`src/rtl/sd_arb_pkg.sv`:
```
// rtl/sd_arb_pkg.sv - shared types and constants for the SD drive arbiter
package sd_arb_pkg;

    typedef enum logic [1:0] {
        IDLE  = 2'd0,
        ISSUE = 2'd1,
        XFER  = 2'd2,
        DONE  = 2'd3
    } arb_state_t;

    // Default request-to-ack budget in clk_sys cycles.
    localparam int DEFAULT_TIMEOUT = 2**24;

    // Index width that stays legal for a single-drive build.
    function automatic int id_width(input int n);
        return (n > 1) ? $clog2(n) : 1;
    endfunction

endpackage

```
`src/rtl/rr_pick.sv`:
```
// rtl/rr_pick.sv - combinational round-robin picker starting after the last grant
module rr_pick
    import sd_arb_pkg::*;
#(
    parameter int N    = 4,
    parameter int ID_W = id_width(N)
) (
    input  logic [N-1:0]    req,
    input  logic [ID_W-1:0] last,
    output logic [ID_W-1:0] idx,
    output logic            valid
);

    // Slot numbers run last+1 .. last+N and are folded back into 0..N-1.
    function automatic int wrap(input int v);
        return (v >= N) ? (v - N) : v;
    endfunction

    // Walk from the farthest slot to the nearest so the nearest requester wins.
    always_comb begin
        idx   = '0;
        valid = 1'b0;
        for (int off = N; off >= 1; off--) begin
            if (req[wrap(int'(last) + off)]) begin
                idx   = ID_W'(wrap(int'(last) + off));
                valid = 1'b1;
            end
        end
    end

endmodule

```
`src/rtl/sd_drive_arbiter.sv`:
```
// rtl/sd_drive_arbiter.sv - shares one hps_io sector channel among virtual drives
module sd_drive_arbiter
    import sd_arb_pkg::*;
#(
    parameter int NBDRIV  = 4,
    parameter int LBA_W   = 32,
    parameter int TIMEOUT = DEFAULT_TIMEOUT,
    parameter int ID_W    = id_width(NBDRIV)
) (
    input  logic                          clk_sys,
    input  logic                          reset,
    input  logic [NBDRIV-1:0][LBA_W-1:0]  drv_lba,
    input  logic [NBDRIV-1:0]             drv_rd,
    input  logic [NBDRIV-1:0]             drv_wr,
    input  logic [NBDRIV-1:0][7:0]        drv_buff_din,
    output logic [NBDRIV-1:0]             drv_ack,
    output logic [NBDRIV-1:0]             drv_done,
    output logic [NBDRIV-1:0]             drv_err,
    output logic [NBDRIV-1:0]             drv_buff_wr,
    output logic [NBDRIV-1:0][LBA_W-1:0]  sd_lba,
    output logic [NBDRIV-1:0]             sd_rd,
    output logic [NBDRIV-1:0]             sd_wr,
    input  logic [NBDRIV-1:0]             sd_ack,
    input  logic                          sd_buff_wr,
    output logic [NBDRIV-1:0][7:0]        sd_buff_din,
    input  logic [NBDRIV-1:0]             img_mounted,
    output logic                          grant_valid,
    output logic [ID_W-1:0]               grant_id
);

    localparam int               CNT_W    = $clog2(TIMEOUT + 1);
    localparam logic [CNT_W-1:0] CNT_LAST = CNT_W'(TIMEOUT - 1);

    arb_state_t        state_q;
    arb_state_t        state_d;
    logic [ID_W-1:0]   grant_q;
    logic [ID_W-1:0]   last_grant_q;
    logic [LBA_W-1:0]  lba_q;
    logic              op_rd_q;
    logic [CNT_W-1:0]  cnt_q;
    logic              err_q;

    logic [NBDRIV-1:0] err_mask;
    logic [NBDRIV-1:0] pending;
    logic [ID_W-1:0]   pick_idx;
    logic              pick_valid;
    logic              take;
    logic              abort;

    // A drive whose error pulse is showing has not yet had a chance to drop
    // its request, so it sits out the pick for that one cycle.
    assign err_mask = err_q ? (NBDRIV'(1) << grant_q) : '0;
    assign pending  = (drv_rd | drv_wr) & ~err_mask;

    // Write data goes straight back to hps_io, unregistered.
    assign sd_buff_din = drv_buff_din;

    rr_pick #(
        .N    (NBDRIV),
        .ID_W (ID_W)
    ) u_rr_pick (
        .req   (pending),
        .last  (last_grant_q),
        .idx   (pick_idx),
        .valid (pick_valid)
    );

    // Next-state decision: grant, wait for ack, stream, then complete or abort.
    always_comb begin
        state_d = state_q;
        take    = 1'b0;
        abort   = 1'b0;
        case (state_q)
            IDLE: begin
                if (pick_valid) begin
                    state_d = ISSUE;
                    take    = 1'b1;
                end
            end
            ISSUE: begin
                if (sd_ack[grant_q]) begin
                    state_d = XFER;
                end else if (img_mounted[grant_q] || (cnt_q == CNT_LAST)) begin
                    state_d = IDLE;
                    abort   = 1'b1;
                end
            end
            XFER: begin
                if (!sd_ack[grant_q]) begin
                    state_d = DONE;
                end
            end
            DONE: begin
                state_d = IDLE;
            end
            default: begin
                state_d = IDLE;
            end
        endcase
    end

    // State, latched request and issue-time counter.
    always_ff @(posedge clk_sys) begin
        if (reset) begin
            state_q      <= IDLE;
            grant_q      <= '0;
            last_grant_q <= ID_W'(NBDRIV - 1);
            lba_q        <= '0;
            op_rd_q      <= 1'b0;
            cnt_q        <= '0;
            err_q        <= 1'b0;
        end else begin
            state_q <= state_d;
            err_q   <= abort;
            if (take) begin
                grant_q <= pick_idx;
                lba_q   <= drv_lba[pick_idx];
                op_rd_q <= drv_rd[pick_idx];
            end
            if (state_q == DONE) begin
                last_grant_q <= grant_q;
            end
            if ((state_q == ISSUE) && (state_d == ISSUE)) begin
                cnt_q <= cnt_q + 1'b1;
            end else begin
                cnt_q <= '0;
            end
        end
    end

    // Steer request, window, strobe and completion onto the granted index only.
    always_comb begin
        drv_ack     = '0;
        drv_done    = '0;
        drv_err     = '0;
        drv_buff_wr = '0;
        sd_lba      = '0;
        sd_rd       = '0;
        sd_wr       = '0;
        grant_valid = 1'b0;
        grant_id    = '0;
        if (state_q != IDLE) begin
            grant_valid     = 1'b1;
            grant_id        = grant_q;
            sd_lba[grant_q] = lba_q;
        end
        case (state_q)
            ISSUE: begin
                sd_rd[grant_q] = op_rd_q;
                sd_wr[grant_q] = !op_rd_q;
            end
            XFER: begin
                drv_ack[grant_q]     = 1'b1;
                drv_buff_wr[grant_q] = sd_buff_wr;
            end
            DONE: begin
                drv_done[grant_q] = 1'b1;
            end
            default: begin
            end
        endcase
        if (err_q) begin
            drv_err[grant_q] = 1'b1;
        end
    end

endmodule

```
`config.mk`:
```
export PLATFORM = sky130hd
export DESIGN_NAME = sd_drive_arbiter
export DESIGN_NICKNAME = d
export VERILOG_FILES = /design/src/rtl/sd_arb_pkg.sv /design/src/rtl/rr_pick.sv /design/src/rtl/sd_drive_arbiter.sv
export SDC_FILE = /design/constraint.sdc
export NUM_CORES = 1
export LEC_CHECK = 0
export CORE_AREA = 5 5 138 140
export DETAILED_ROUTE_END_ITERATION = 7
export DIE_AREA = 0 0 143 145
export PLACE_DENSITY = 0.75
export SLEW_MARGIN = 10
export SYNTH_ARGS = -nofsm -noshare
export SYNTH_HDL_FRONTEND = slang
export SYNTH_SLANG_ARGS = --single-unit
```
`constraint.sdc`:
```
create_clock -name clk_sys -period 5.3 [get_ports clk_sys]
set_input_delay 1.06 -clock clk_sys [delete_from_list [all_inputs] [get_ports clk_sys]]
set_output_delay 1.06 -clock clk_sys [all_outputs]
set_load 0.05 [all_outputs]
```
==> flow_summary.ini <==
[sta]
min_period_ns = 4.11
fin_crit_sh_pct = 77.5
clock.fmax_mhz = 244
hold_viol = 0
fin_hold_ws_ns = 0.447
worstMarginPinSlew_ns = 0.867
setup_viol = 0
drv_slew = 0
rsz0062_at_grt = false
setup_ws_ns = 1.19
relSlewSlack_pct = 42.0
worst_clock_skew_ns = 0.00696
tns_ns = 0

[hold_path]
holdPathStages = 2
hp-start = cnt_q[24]
hold_path_class = reg2reg
holdPathEnd = cnt_q[24]

[worst_setup_path]
r2r-start = grant_q[0]
worstPathArrival_ns = 3.05
worstPathRequired_ns = 4.24
cp-end-kind = primary output
reg2regPathDepth = 6
setup.worst_path.class = reg2out
timing.rr.end = lba_q[1]
critPathLaunchType = register
crit_fanout = 22
reg2reg_slack_ns = 2.17

[floorplan]
die_area_mm2 = 0.0207
fp-row-count = 49
io_pins = 366
fp.dieH_um = 145
design.core.area_mm2 = 0.0177
start_util_pct = 27.5
die_x_um = 143

[placed_design]
gp_congestion = 0.836
place_area_mm2 = 0.00786
dp_hpwl_um = 17200
place_ws_ns = 1.54
port_buffers = 301
dp_cells = 1077

[synth]
synth.avg_cell_area_um2 = 8.04
ys_seq_area_share_pct = 26.7
synth_area_mm2 = 0.00487
synth.top_cell.area_share_pct = 26.7
synthArstFlopShare_pct = 0
synthCells = 606
synth_seq_cells = 65
ys_types = 47
yosys.area.top_type = dfxtp_1
yosys_warnings = 0
synth_edf_count = 0
synth_flop_cell = dfxtp_1
synth_fp_nets = 786
synthTopCellsByArea = dfxtp_1 27%, and2_1 17%, mux2i_1 8.8%, buf_4 5.4%, nor2_1 4.9%

[pwr]
p_sw_uw = 899
p_seq_share_pct = 30.1
p_leak_nw = 3.23
ir_worst_vdd_mv = 0.155
power_density_mw_per_mm2 = 272
clock_power_share_pct = 28.2
power_frac_comb_pct = 41.7
p_int_mw = 1.32
switching_share_pct = 40.4

[route]
routedWlPerCell_um = 19.6
wirelength_um = 21500
drc_errors = 0
ant_nets = 0
num_vias = 5267
dr.pass1.iters = 4
vias_per_cell = 4.81
first_iter_violations = 267

[layout]
final_cell_area_mm2 = 0.00817
multi_input_area_mm2 = 0.00316
drive_gt1_share_pct = 5.79
area_growth_pct = 67.7
fillers = 1737
final_cells = 1094
nets = 1039
ff_latch_area_mm2 = 0.00130

[global_routing]
grt-ovfl-total = 0
antenna_found_initial = 1
grt_pass1_vias = 4993
grt_usage_pct = 19.6
grt_pass1_wl_um = 31300
grt_max_degree = 35

[cts]
cts_root_buf = clkbuf_16
cts_tree = yes
cts_buffer_depth = 2
post_cts_buffers = 0
cts.sinks = 65
ctsHoldBuffers = 0
htreeDepth = 3
clk_pin_slew_ns = 0.06
numCtsBuffers = 9
cts_resized = 0
worstSkewPairLatency_ns = 0.34

[run_status]
status = finished clean

[run]
max_cap_viol_count = 0
-- metrics by stage --
step	total power, mW	util, %
3_3_place_gp	1.60	44.4
3_5_place_dp	1.61	44.4
4_1_cts	2.25	46.1
6_report	2.22	46.1
5_1_grt	2.34	46.1
2_1_floorplan	1.28	-
-- flip-flops by register name, summed over array words and instances, names as in the netlist --
signal        flops
cnt_q            25
err_q             1
grant_q           2
last_grant_q      2
lba_q            32
op_rd_q           1
state_q           2
-- cell usage after synthesis (2+ instances only) --
cell      count
o221ai_1     18
o21ai_1       2
xor2_1       11
nand4_1       6
nand2_1      15
buf_2         7
nand3_1      17
o21ai_0      17
dfxtp_1      65
and4_1        3
a21oi_1       2
a211o_1       2
mux4_2        2
mux2_2        7
nor2b_1       2
or2_2         2
nor3_1       10
xnor2_1      11
a31oi_1      11
inv_1         7
mux2i_1      43
buf_6         2
buf_4        35
o211a_1       9
and2_1      130
nand3b_1     19
nor2_1       64
and3_1       13
and3b_1       2
nand2b_1     15
a211oi_1      9
o22ai_1       9
clkbuf_1     25
-- per-layer routing --
metal,wire length (um),global-route usage (%)
met5,0,0
met4,713,7.27
met3,1820,5.92
met2,11000,35.3
met1,7940,21.5
-- power by group through the flow --
stage               sequential, mW  clock [mW]  combinational (mW)
floorplan                    0.615           0               0.665
global placement             0.681           0               0.922
detailed placement           0.685           0               0.929
CTS                          0.674       0.645               0.934
global route                 0.686       0.667               0.982
finish                       0.670       0.627               0.926
-- how the worst max path moves through the flow --
stage	start	to	slack, ns	depth (start not counted)
after detailed placement	grant_q[0]	sd_lba[25]	1.54	4
after CTS	grant_q[0]	sd_lba[25]	1.16	4
after floorplan	sd_buff_wr	drv_buff_wr[0]	2.00	2
after global routing	state_q[1]	sd_lba[25]	0.98	5
final	state_q[1]	sd_lba[25]	1.19	5
after global placement	grant_q[0]	sd_lba[25]	1.55	4
-- critical path, cell delays in order, from the launching register on --
cell and delay, ns:
dfxtp_1 0.44, nor2_1 0.25, nor3_2 0.64, buf_4 0.36, and2_1 0.20, clkdlybuf4s50_1 0.81
-- layout by cell type (no fill, tap or decap), types with 3 or more instances in the layout --
| cell type | n |
|---|---|
| clkdlybuf4s50_1 | 301 |
| and2_1 | 130 |
| dfxtp_1 | 65 |
| nor2_1 | 61 |
| mux2i_1 | 43 |
| nand3b_1 | 19 |
| o221ai_1 | 18 |
| o21ai_0 | 17 |
| nand3_1 | 17 |
| nand2_1 | 15 |
| nand2b_1 | 15 |
| and3_1 | 13 |
| a31oi_1 | 11 |
| xnor2_1 | 11 |
| xor2_1 | 11 |
| buf_4 | 10 |
| nor3_1 | 9 |
| a211oi_1 | 9 |
| o22ai_1 | 9 |
| o211a_1 | 9 |
| clkbuf_16 | 9 |
| inv_1 | 7 |
| mux2_2 | 7 |
| nand4_1 | 6 |
| nor2_2 | 3 |
| and4_1 | 3 |
| inv_6 | 3 |
-- kinds of logic after synthesis --
family | after synthesis | share of synthesized area, %
compound gates | 85 | 13.1
xor+xnor | 22 | 3.95
fa+ha+maj | 1 | 0.257
buf+inv | 76 | 9.03
flops | 65 | 26.7
mux | 53 | 11.6
simple gates | 304 | 35.4
-- area by class of cell --
class	instances	area share [%]
multi-input combinational	465	38.6
clock inverter	6	0.888
timing repair buffer	311	37.8
clock buffer	10	2.92
sequential	65	15.9
inverter	7	0.321
antenna	1	0.0306
tap	229	3.51
Note: power is estimated with default switching activity, not from simulation.
